===== src/rtl/lsu_pkg.sv =====
// Shared types, funct3 encodings and the access-legality rule for the load/store unit.
package lsu_pkg;

    typedef enum logic [1:0] {
        IDLE = 2'd0,
        WAIT = 2'd1,
        DONE = 2'd2
    } lsu_state_t;

    localparam logic [2:0] F3_B  = 3'd0;
    localparam logic [2:0] F3_H  = 3'd1;
    localparam logic [2:0] F3_W  = 3'd2;
    localparam logic [2:0] F3_BU = 3'd4;
    localparam logic [2:0] F3_HU = 3'd5;

    // Unsigned variants exist only for loads; halfwords need even and words 4-byte alignment.
    function automatic logic is_legal(input logic is_store, input logic [2:0] funct3,
                                      input logic [1:0] off);
        logic ok;
        ok = 1'b0;
        case (funct3)
            F3_B:    ok = 1'b1;
            F3_H:    ok = ~off[0];
            F3_W:    ok = (off == 2'b00);
            F3_BU:   ok = ~is_store;
            F3_HU:   ok = ~is_store & ~off[0];
            default: ok = 1'b0;
        endcase
        return ok;
    endfunction

endpackage


===== src/rtl/lsu_if.sv =====
// Core-side request/response and data-memory signals of the load/store unit.
interface lsu_if #(
    parameter int ADDR_W = 32
);
    // req: the unit accepts a request on any clock edge where req_valid && req_ready.
    // mem: mem_req stays high with stable address/data until the edge where mem_ready=1.
    logic              req_valid;
    logic              req_ready;
    logic              req_is_store;
    logic [2:0]        req_funct3;
    logic [ADDR_W-1:0] req_addr;
    logic [31:0]       req_wdata;
    logic              resp_valid;
    logic              resp_err;
    logic [31:0]       load_data;
    logic              mem_req;
    logic              mem_we;
    logic [ADDR_W-1:0] mem_addr;
    logic [31:0]       mem_wdata;
    logic [3:0]        mem_wmask;
    logic [31:0]       mem_rdata;
    logic              mem_ready;

    modport master (
        output req_valid, req_is_store, req_funct3, req_addr, req_wdata, mem_rdata, mem_ready,
        input  req_ready, resp_valid, resp_err, load_data,
               mem_req, mem_we, mem_addr, mem_wdata, mem_wmask
    );

    modport slave (
        input  req_valid, req_is_store, req_funct3, req_addr, req_wdata, mem_rdata, mem_ready,
        output req_ready, resp_valid, resp_err, load_data,
               mem_req, mem_we, mem_addr, mem_wdata, mem_wmask
    );
endinterface


===== src/rtl/lsu_align.sv =====
// Byte-lane steering: replicates store data into lanes and extracts/extends load data.
module lsu_align
    import lsu_pkg::*;
(
    input  logic [2:0]  funct3_i,
    input  logic [1:0]  off_i,
    input  logic [31:0] wdata_i,
    input  logic [31:0] rdata_i,
    output logic [31:0] wdata_o,
    output logic [3:0]  wmask_o,
    output logic [31:0] load_o
);
    logic [31:0] shifted;

    assign shifted = rdata_i >> {off_i, 3'b000};

    always_comb begin
        wdata_o = wdata_i;
        wmask_o = 4'b0000;
        case (funct3_i)
            F3_B: begin
                wdata_o = {4{wdata_i[7:0]}};
                wmask_o = 4'b0001 << off_i;
            end
            F3_H: begin
                wdata_o = {2{wdata_i[15:0]}};
                wmask_o = 4'b0011 << off_i;
            end
            F3_W:    wmask_o = 4'b1111;
            default: wmask_o = 4'b0000;
        endcase
    end

    // A legal word access always has off=0, so shifted equals rdata_i there.
    always_comb begin
        load_o = 32'd0;
        case (funct3_i)
            F3_B:    load_o = {{24{shifted[7]}}, shifted[7:0]};
            F3_BU:   load_o = {24'd0, shifted[7:0]};
            F3_H:    load_o = {{16{shifted[15]}}, shifted[15:0]};
            F3_HU:   load_o = {16'd0, shifted[15:0]};
            F3_W:    load_o = shifted;
            default: load_o = 32'd0;
        endcase
    end
endmodule


===== src/rtl/load_store_unit.sv =====
// Multicycle data-memory access stage: captures a request, runs one memory handshake
// with an optional timeout, and returns an aligned/extended result with a one-cycle pulse.
module load_store_unit
    import lsu_pkg::*;
#(
    parameter int TIMEOUT = 16,
    parameter int ADDR_W  = 32
) (
    input  logic       clk,
    input  logic       rst,
    lsu_if.slave       bus,
    output lsu_state_t dbg_state_o
);
    localparam int CNT_W = (TIMEOUT > 0) ? $clog2(TIMEOUT + 1) : 1;
    localparam logic [CNT_W-1:0] CNT_LAST = (TIMEOUT > 0) ? CNT_W'(TIMEOUT - 1) : '0;
    localparam logic [CNT_W-1:0] CNT_SAT  = CNT_W'(TIMEOUT);

    lsu_state_t        state_q, state_d;
    logic [ADDR_W-1:0] addr_q, addr_d;
    logic [2:0]        funct3_q, funct3_d;
    logic              is_store_q, is_store_d;
    logic [31:0]       wdata_q, wdata_d;
    logic [CNT_W-1:0]  cnt_q, cnt_d;
    logic [31:0]       load_data_q, load_data_d;
    logic              err_q, err_d;

    logic [31:0] al_wdata;
    logic [3:0]  al_wmask;
    logic [31:0] al_load;
    logic        in_wait;

    lsu_align u_align (
        .funct3_i (funct3_q),
        .off_i    (addr_q[1:0]),
        .wdata_i  (wdata_q),
        .rdata_i  (bus.mem_rdata),
        .wdata_o  (al_wdata),
        .wmask_o  (al_wmask),
        .load_o   (al_load)
    );

    always_ff @(posedge clk) begin
        if (rst) begin
            state_q     <= IDLE;
            addr_q      <= '0;
            funct3_q    <= 3'd0;
            is_store_q  <= 1'b0;
            wdata_q     <= 32'd0;
            cnt_q       <= '0;
            load_data_q <= 32'd0;
            err_q       <= 1'b0;
        end else begin
            state_q     <= state_d;
            addr_q      <= addr_d;
            funct3_q    <= funct3_d;
            is_store_q  <= is_store_d;
            wdata_q     <= wdata_d;
            cnt_q       <= cnt_d;
            load_data_q <= load_data_d;
            err_q       <= err_d;
        end
    end

    always_comb begin
        state_d     = state_q;
        addr_d      = addr_q;
        funct3_d    = funct3_q;
        is_store_d  = is_store_q;
        wdata_d     = wdata_q;
        cnt_d       = cnt_q;
        load_data_d = load_data_q;
        err_d       = err_q;
        case (state_q)
            IDLE: begin
                if (bus.req_valid) begin
                    addr_d     = bus.req_addr;
                    funct3_d   = bus.req_funct3;
                    is_store_d = bus.req_is_store;
                    wdata_d    = bus.req_wdata;
                    cnt_d      = '0;
                    if (is_legal(bus.req_is_store, bus.req_funct3, bus.req_addr[1:0])) begin
                        state_d = WAIT;
                    end else begin
                        state_d     = DONE;
                        err_d       = 1'b1;
                        load_data_d = 32'd0;
                    end
                end
            end
            WAIT: begin
                // A completion in the same cycle as the timeout limit wins over the abort.
                if (bus.mem_ready) begin
                    state_d     = DONE;
                    err_d       = 1'b0;
                    load_data_d = is_store_q ? 32'd0 : al_load;
                end else if ((TIMEOUT > 0) && (cnt_q == CNT_LAST)) begin
                    state_d     = DONE;
                    err_d       = 1'b1;
                    load_data_d = 32'd0;
                end else if (cnt_q != CNT_SAT) begin
                    cnt_d = cnt_q + 1'b1;
                end
            end
            DONE:    state_d = IDLE;
            default: state_d = IDLE;
        endcase
    end

    assign in_wait = (state_q == WAIT);

    assign bus.req_ready  = (state_q == IDLE) && !rst;
    assign bus.resp_valid = (state_q == DONE);
    assign bus.resp_err   = err_q;
    assign bus.load_data  = load_data_q;
    assign bus.mem_req    = in_wait;
    assign bus.mem_we     = in_wait && is_store_q;
    assign bus.mem_addr   = in_wait ? {addr_q[ADDR_W-1:2], 2'b00} : '0;
    assign bus.mem_wdata  = (in_wait && is_store_q) ? al_wdata : 32'd0;
    assign bus.mem_wmask  = (in_wait && is_store_q) ? al_wmask : 4'b0000;

    assign dbg_state_o = state_q;
endmodule


===== src/flat_wrapper.sv =====
// flat-port wrapper written by rule: the top's interface ports become plain ports
module load_store_unit_flat import lsu_pkg::*;
#(
    parameter int TIMEOUT = 16,
    parameter int ADDR_W  = 32
)
  (clk, rst, dbg_state_o, bus_req_valid, bus_req_is_store, bus_req_funct3, bus_req_addr, bus_req_wdata, bus_mem_rdata, bus_mem_ready, bus_req_ready, bus_resp_valid, bus_resp_err, bus_load_data, bus_mem_req, bus_mem_we, bus_mem_addr, bus_mem_wdata, bus_mem_wmask);
  lsu_if #(.ADDR_W(ADDR_W)) bus_i ();
  input  logic clk;
  input  logic rst;
  output lsu_state_t dbg_state_o;
  input wire logic [$bits(bus_i.req_valid)-1:0] bus_req_valid;
  input wire logic [$bits(bus_i.req_is_store)-1:0] bus_req_is_store;
  input wire logic [$bits(bus_i.req_funct3)-1:0] bus_req_funct3;
  input wire logic [$bits(bus_i.req_addr)-1:0] bus_req_addr;
  input wire logic [$bits(bus_i.req_wdata)-1:0] bus_req_wdata;
  input wire logic [$bits(bus_i.mem_rdata)-1:0] bus_mem_rdata;
  input wire logic [$bits(bus_i.mem_ready)-1:0] bus_mem_ready;
  output wire logic [$bits(bus_i.req_ready)-1:0] bus_req_ready;
  output wire logic [$bits(bus_i.resp_valid)-1:0] bus_resp_valid;
  output wire logic [$bits(bus_i.resp_err)-1:0] bus_resp_err;
  output wire logic [$bits(bus_i.load_data)-1:0] bus_load_data;
  output wire logic [$bits(bus_i.mem_req)-1:0] bus_mem_req;
  output wire logic [$bits(bus_i.mem_we)-1:0] bus_mem_we;
  output wire logic [$bits(bus_i.mem_addr)-1:0] bus_mem_addr;
  output wire logic [$bits(bus_i.mem_wdata)-1:0] bus_mem_wdata;
  output wire logic [$bits(bus_i.mem_wmask)-1:0] bus_mem_wmask;
  assign bus_i.req_valid = bus_req_valid;
  assign bus_i.req_is_store = bus_req_is_store;
  assign bus_i.req_funct3 = bus_req_funct3;
  assign bus_i.req_addr = bus_req_addr;
  assign bus_i.req_wdata = bus_req_wdata;
  assign bus_i.mem_rdata = bus_mem_rdata;
  assign bus_i.mem_ready = bus_mem_ready;
  assign bus_req_ready = bus_i.req_ready;
  assign bus_resp_valid = bus_i.resp_valid;
  assign bus_resp_err = bus_i.resp_err;
  assign bus_load_data = bus_i.load_data;
  assign bus_mem_req = bus_i.mem_req;
  assign bus_mem_we = bus_i.mem_we;
  assign bus_mem_addr = bus_i.mem_addr;
  assign bus_mem_wdata = bus_i.mem_wdata;
  assign bus_mem_wmask = bus_i.mem_wmask;
  load_store_unit #(.TIMEOUT(TIMEOUT), .ADDR_W(ADDR_W)) u_core (.clk(clk), .rst(rst), .bus(bus_i), .dbg_state_o(dbg_state_o));
endmodule

===== config.mk =====
export PLATFORM = sky130hd
export DESIGN_NAME = load_store_unit_flat
export DESIGN_NICKNAME = d
export VERILOG_FILES = /design/src/rtl/lsu_pkg.sv /design/src/rtl/lsu_if.sv /design/src/rtl/lsu_align.sv /design/src/rtl/load_store_unit.sv /design/src/flat_wrapper.sv
export SDC_FILE = /design/constraint.sdc
export NUM_CORES = 1
export LEC_CHECK = 0
export BUFFER_PORTS_ARGS = -buffer_cell sky130_fd_sc_hd__buf_4
export CAP_MARGIN = 0
export CORE_UTILIZATION = 45
export CTS_CLUSTER_DIAMETER = 150
export DETAILED_ROUTE_END_ITERATION = 8
export GPL_TIMING_DRIVEN = 0
export PLACE_DENSITY = 0.75
export SLEW_MARGIN = 20
export SYNTH_ARGS = -nofsm -noshare
export SYNTH_HDL_FRONTEND = slang
export SYNTH_SLANG_ARGS = --single-unit

===== constraint.sdc =====
create_clock -name clk -period 4.7 [get_ports clk]
set_input_delay 0 -clock clk [delete_from_list [all_inputs] [get_ports clk]]
set_output_delay 0 -clock clk [all_outputs]
set_load 0.005 [all_outputs]

==> out/results.tsv <==
stage	metric	value	unit
status	outcome	finished, violations left	
status	failing checks	DRC	
routing	Post-Route WL	18820	um
layout	Storage cell area	2162	um^2
synth	Synth Area in Compound Gates	18.86	%
synth	xor and xnor area share after synthesis	0.1628	%
sta	slew at the pin with the worst max-slew slack	0.6671	ns
layout	post-route insts no fill	1114	
setup_path	WP data required	4.97	ns
cts	root buf cell	clkbuf_16	
global_route	all-layer global routing usage	30.14	%
synth	synth unique cells	49	
synth	Avg Inst Size Synth	7.949	um^2
power_and_ir_drop	P per Cell Area	273.8	nW/um^2
global_route	vias in the first global route	5939	
cts	post-cts resize count	0	
synth	Post-synth EDFFs	0	
place	HPWL Detailed	13250	um
power_and_ir_drop	LEAKAGE	3.504	nW
die	Cell Rows	39	
layout	synth-to-layout area growth	50.73	%
sta	worst hold slack	0.03199	ns
cts	Clock Sinks	108	
layout	fillers	926	
die	I/O Pins	211	
die	Die Y-Extent	111.4	um
cts	Num CTS Buffers	9	
cts	worst skew pair latency	0.35	ns
sta	unrepaired setup endpoints after global routing	false	
setup_path	Worst Path Max Fanout	5	
sta	clk_skew	0.006140	ns
place	DP Cell Count	1029	
setup_path	R2R Setup Slk	2.25	ns
synth	flops & latches, synth	108	
synth	cells after synthesis	677	
die	die width	111.4	um
cts	Clock transition at path regs	0.07	ns
sta	Final Slew Violations	0	
global_route	antenna violations before repair	0	
synth	most used flip-flop cell after synthesis	dfxtp_1	
layout	fin nets	1073	
job	max_cap viols	0	
sta	final worst-path cycle share	52.07	%
global_route	global-route wire length before repair	29500	um
setup_path	Arrival @ worst endpoint	2.72	ns
routing	Initial DRC Count	401	
synth	simple-gate share of the synthesized area	25.60	%
synth	Async SR Flop Fraction	0	%
routing	routed vias/inst	5.434	
global_route	largest net degree at the start of global routing	17	
routing	post-route ant nets	0	
routing	DRC violations left	28	
synth	Synth Area in Adders	0.6975	%
sta	setup_tns	0	ns
setup_path	CP Capture Type	register	
cts	setup bufs post-CTS	0	
sta	min Tclk post-route	2.447	ns
place	Port Buffer Count	208	
routing	Pre-antenna DRT Iters	7	
cts	H-tree Lvls	3	
cts	maximum clock path buffer count	2	
sta	Fin. Hold Viols	0	
sta	Worst slew margin	55.28	%
synth	post-synthesis mux area share	8.765	%
power_and_ir_drop	peak supply drop	0.1493	mV
cts	CTS tree	done	
setup_path	Worst setup SP type	register	
synth	synthesized area	5381	um^2
routing	routed vias	6054	
layout	layout cells sized above 1	26.78	%
layout	area of the multi-input gates	2918	um^2
global_route	total grt overflow	0	
routing	Avg WL per Cell	16.89	um
worst_hold_path	HP Class	in -> reg	
sta	final-report setup violation count	0	
die	core footprint	11520	um^2
synth	sequential area share after synthesis	40.18	%
place	Placer Congestion	0.9042	
layout	# diodes	0	
synth	Syn. warnings	0	
synth	main combinational cell family by area after synthesis	simple AND/OR/NAND/NOR gates	
layout	final core area utilization	70.44	%
die	Starting Density	46.73	%
die	Die Area	12400	um^2
sta	fmax	0.4086	GHz
setup_path	kind of critical path	reg -> reg	
## path summary, 6_finish.rpt
| kind | startpoint | endpoint | depth (start not counted) |
|---|---|---|---|
| worst max-delay path | u_core.cnt_q[0]$_SDFFE_PP0P_ | u_core.cnt_q[2]$_SDFFE_PP0P_ | 7 |
| worst min-delay path | bus_mem_rdata[31] | u_core.bus.load_data[31]$_SDFFE_PP0P_ | 4 |
| worst max register to register | u_core.cnt_q[0]$_SDFFE_PP0P_ | u_core.cnt_q[2]$_SDFFE_PP0P_ | 7 |
| worst min register to register | u_core.addr_q[12]$_SDFFE_PP0P_ | u_core.addr_q[12]$_SDFFE_PP0P_ | 2 |
## state kept, by name, indices dropped and copies added, names as in the netlist
| name | count |
|---|---|
| u_core.addr_q | 32 |
| u_core.is_store_q | 1 |
| u_core.wdata_q | 32 |
| u_core.funct3_q | 3 |
| u_core.cnt_q | 5 |
| u_core.bus.resp_err | 1 |
| u_core.dbg_state_o | 2 |
| u_core.bus.load_data | 32 |
## Yosys cell counts, drive strengths merged, types with 10 or more instances
library cell  instances  area share, %
a22oi                10            1.4
o21ai                10           0.93
dfxtp               108             40
a21oi                90            8.4
mux2i                19            3.5
clkbuf               45            3.1
nand2               171             12
and3                 10            1.2
buf                  18            1.9
and2                 32            3.7
a22o                 16            2.6
nor2                 31            2.2
nand3                16            1.5
## metal layers
layer | up-vias | global-route usage (%) | wire (um)
met5 | - | 0 | 0
met4 | 0 | 14.59 | 571
met3 | 44 | 6.151 | 1306
met2 | 263 | 52.63 | 9225
met1 | 2849 | 35.31 | 7715
li1 | 2898 | - | -
## cell type report
type | count | area share [%]
clock inverters | 4 | 0.6016
well taps | 143 | 2.206
inverters | 9 | 0.4165
flip-flops and latches | 108 | 26.65
repair buffers | 277 | 27.76
multi-input cells | 498 | 35.97
clock buffers | 12 | 3.039
plain buffers | 63 | 3.347
## worst max-delay path, cell delays in order (launching register included)
cell	delay, ns
dfxtp_1	0.34
ha_1	0.22
and3_1	0.19
ha_1	0.22
nor4b_1	0.56
a21oi_1	0.27
or3_1	0.36
a211oi_1	0.21
## stage by stage
step | area (um^2) | setup slack [ns] | total power (W)
finish | 8112 | 2.253 | 0.002221
floorplan | 5385 | 2.593 | 0.001235
CTS | 8112 | 2.259 | 0.002219
detailed placement | 7126 | 2.258 | 0.001409
global route | 8112 | 1.993 | 0.002299
global placement | 7126 | 2.389 | 0.001399
## cells by family (layout without fill, tap and decap cells)
| logic type | Yosys count | in the layout |
|---|---|---|
| flip-flops | 108 | 108 |
| AO/OA/AOI/OAI | 159 | 159 |
| AND/OR/NAND/NOR | 297 | 297 |
| adder cells (fa/ha/maj) | 3 | 3 |
| multiplexers | 36 | 36 |
| XOR/XNOR | 1 | 1 |
| other | 1 | 2 |
| buffers and inverters | 72 | 365 |
## timing repair
action,CTS,global route
endpoints found under the hold margin,69,0
hold buffers,69,0
endpoints found under the setup margin,0,0
## cells in the final DEF (no fill, tap or decap), types with 8 or more instances in the layout
cell type,synthesis,routed
buf_4,2,210
nand2_1,171,171
dfxtp_1,108,108
a21oi_1,90,90
dlygate4sd3_1,0,69
clkbuf_1,45,47
and2_1,32,32
nor2_1,31,31
mux2i_1,19,19
nand3_1,16,16
a22o_1,16,16
buf_2,10,10
o21ai_0,10,10
and3_1,10,10
a22oi_1,10,10
inv_1,9,9
a211oi_1,9,9
mux2_2,9,9
a221oi_1,9,9
clkbuf_16,0,9
nand3b_1,8,8
mux4_2,8,8
## power by group
| group | switching [W] | total [W] | leakage (nW) | internal [W] |
|---|---|---|---|---|
| clock network | 0.000346 | 0.000774 | 0.147 | 0.000428 |
| registers | 0.0000331 | 0.000994 | 0.882 | 0.000961 |
| logic | 0.000240 | 0.000453 | 2.48 | 0.000213 |
Power figures use the tool's default switching activity.
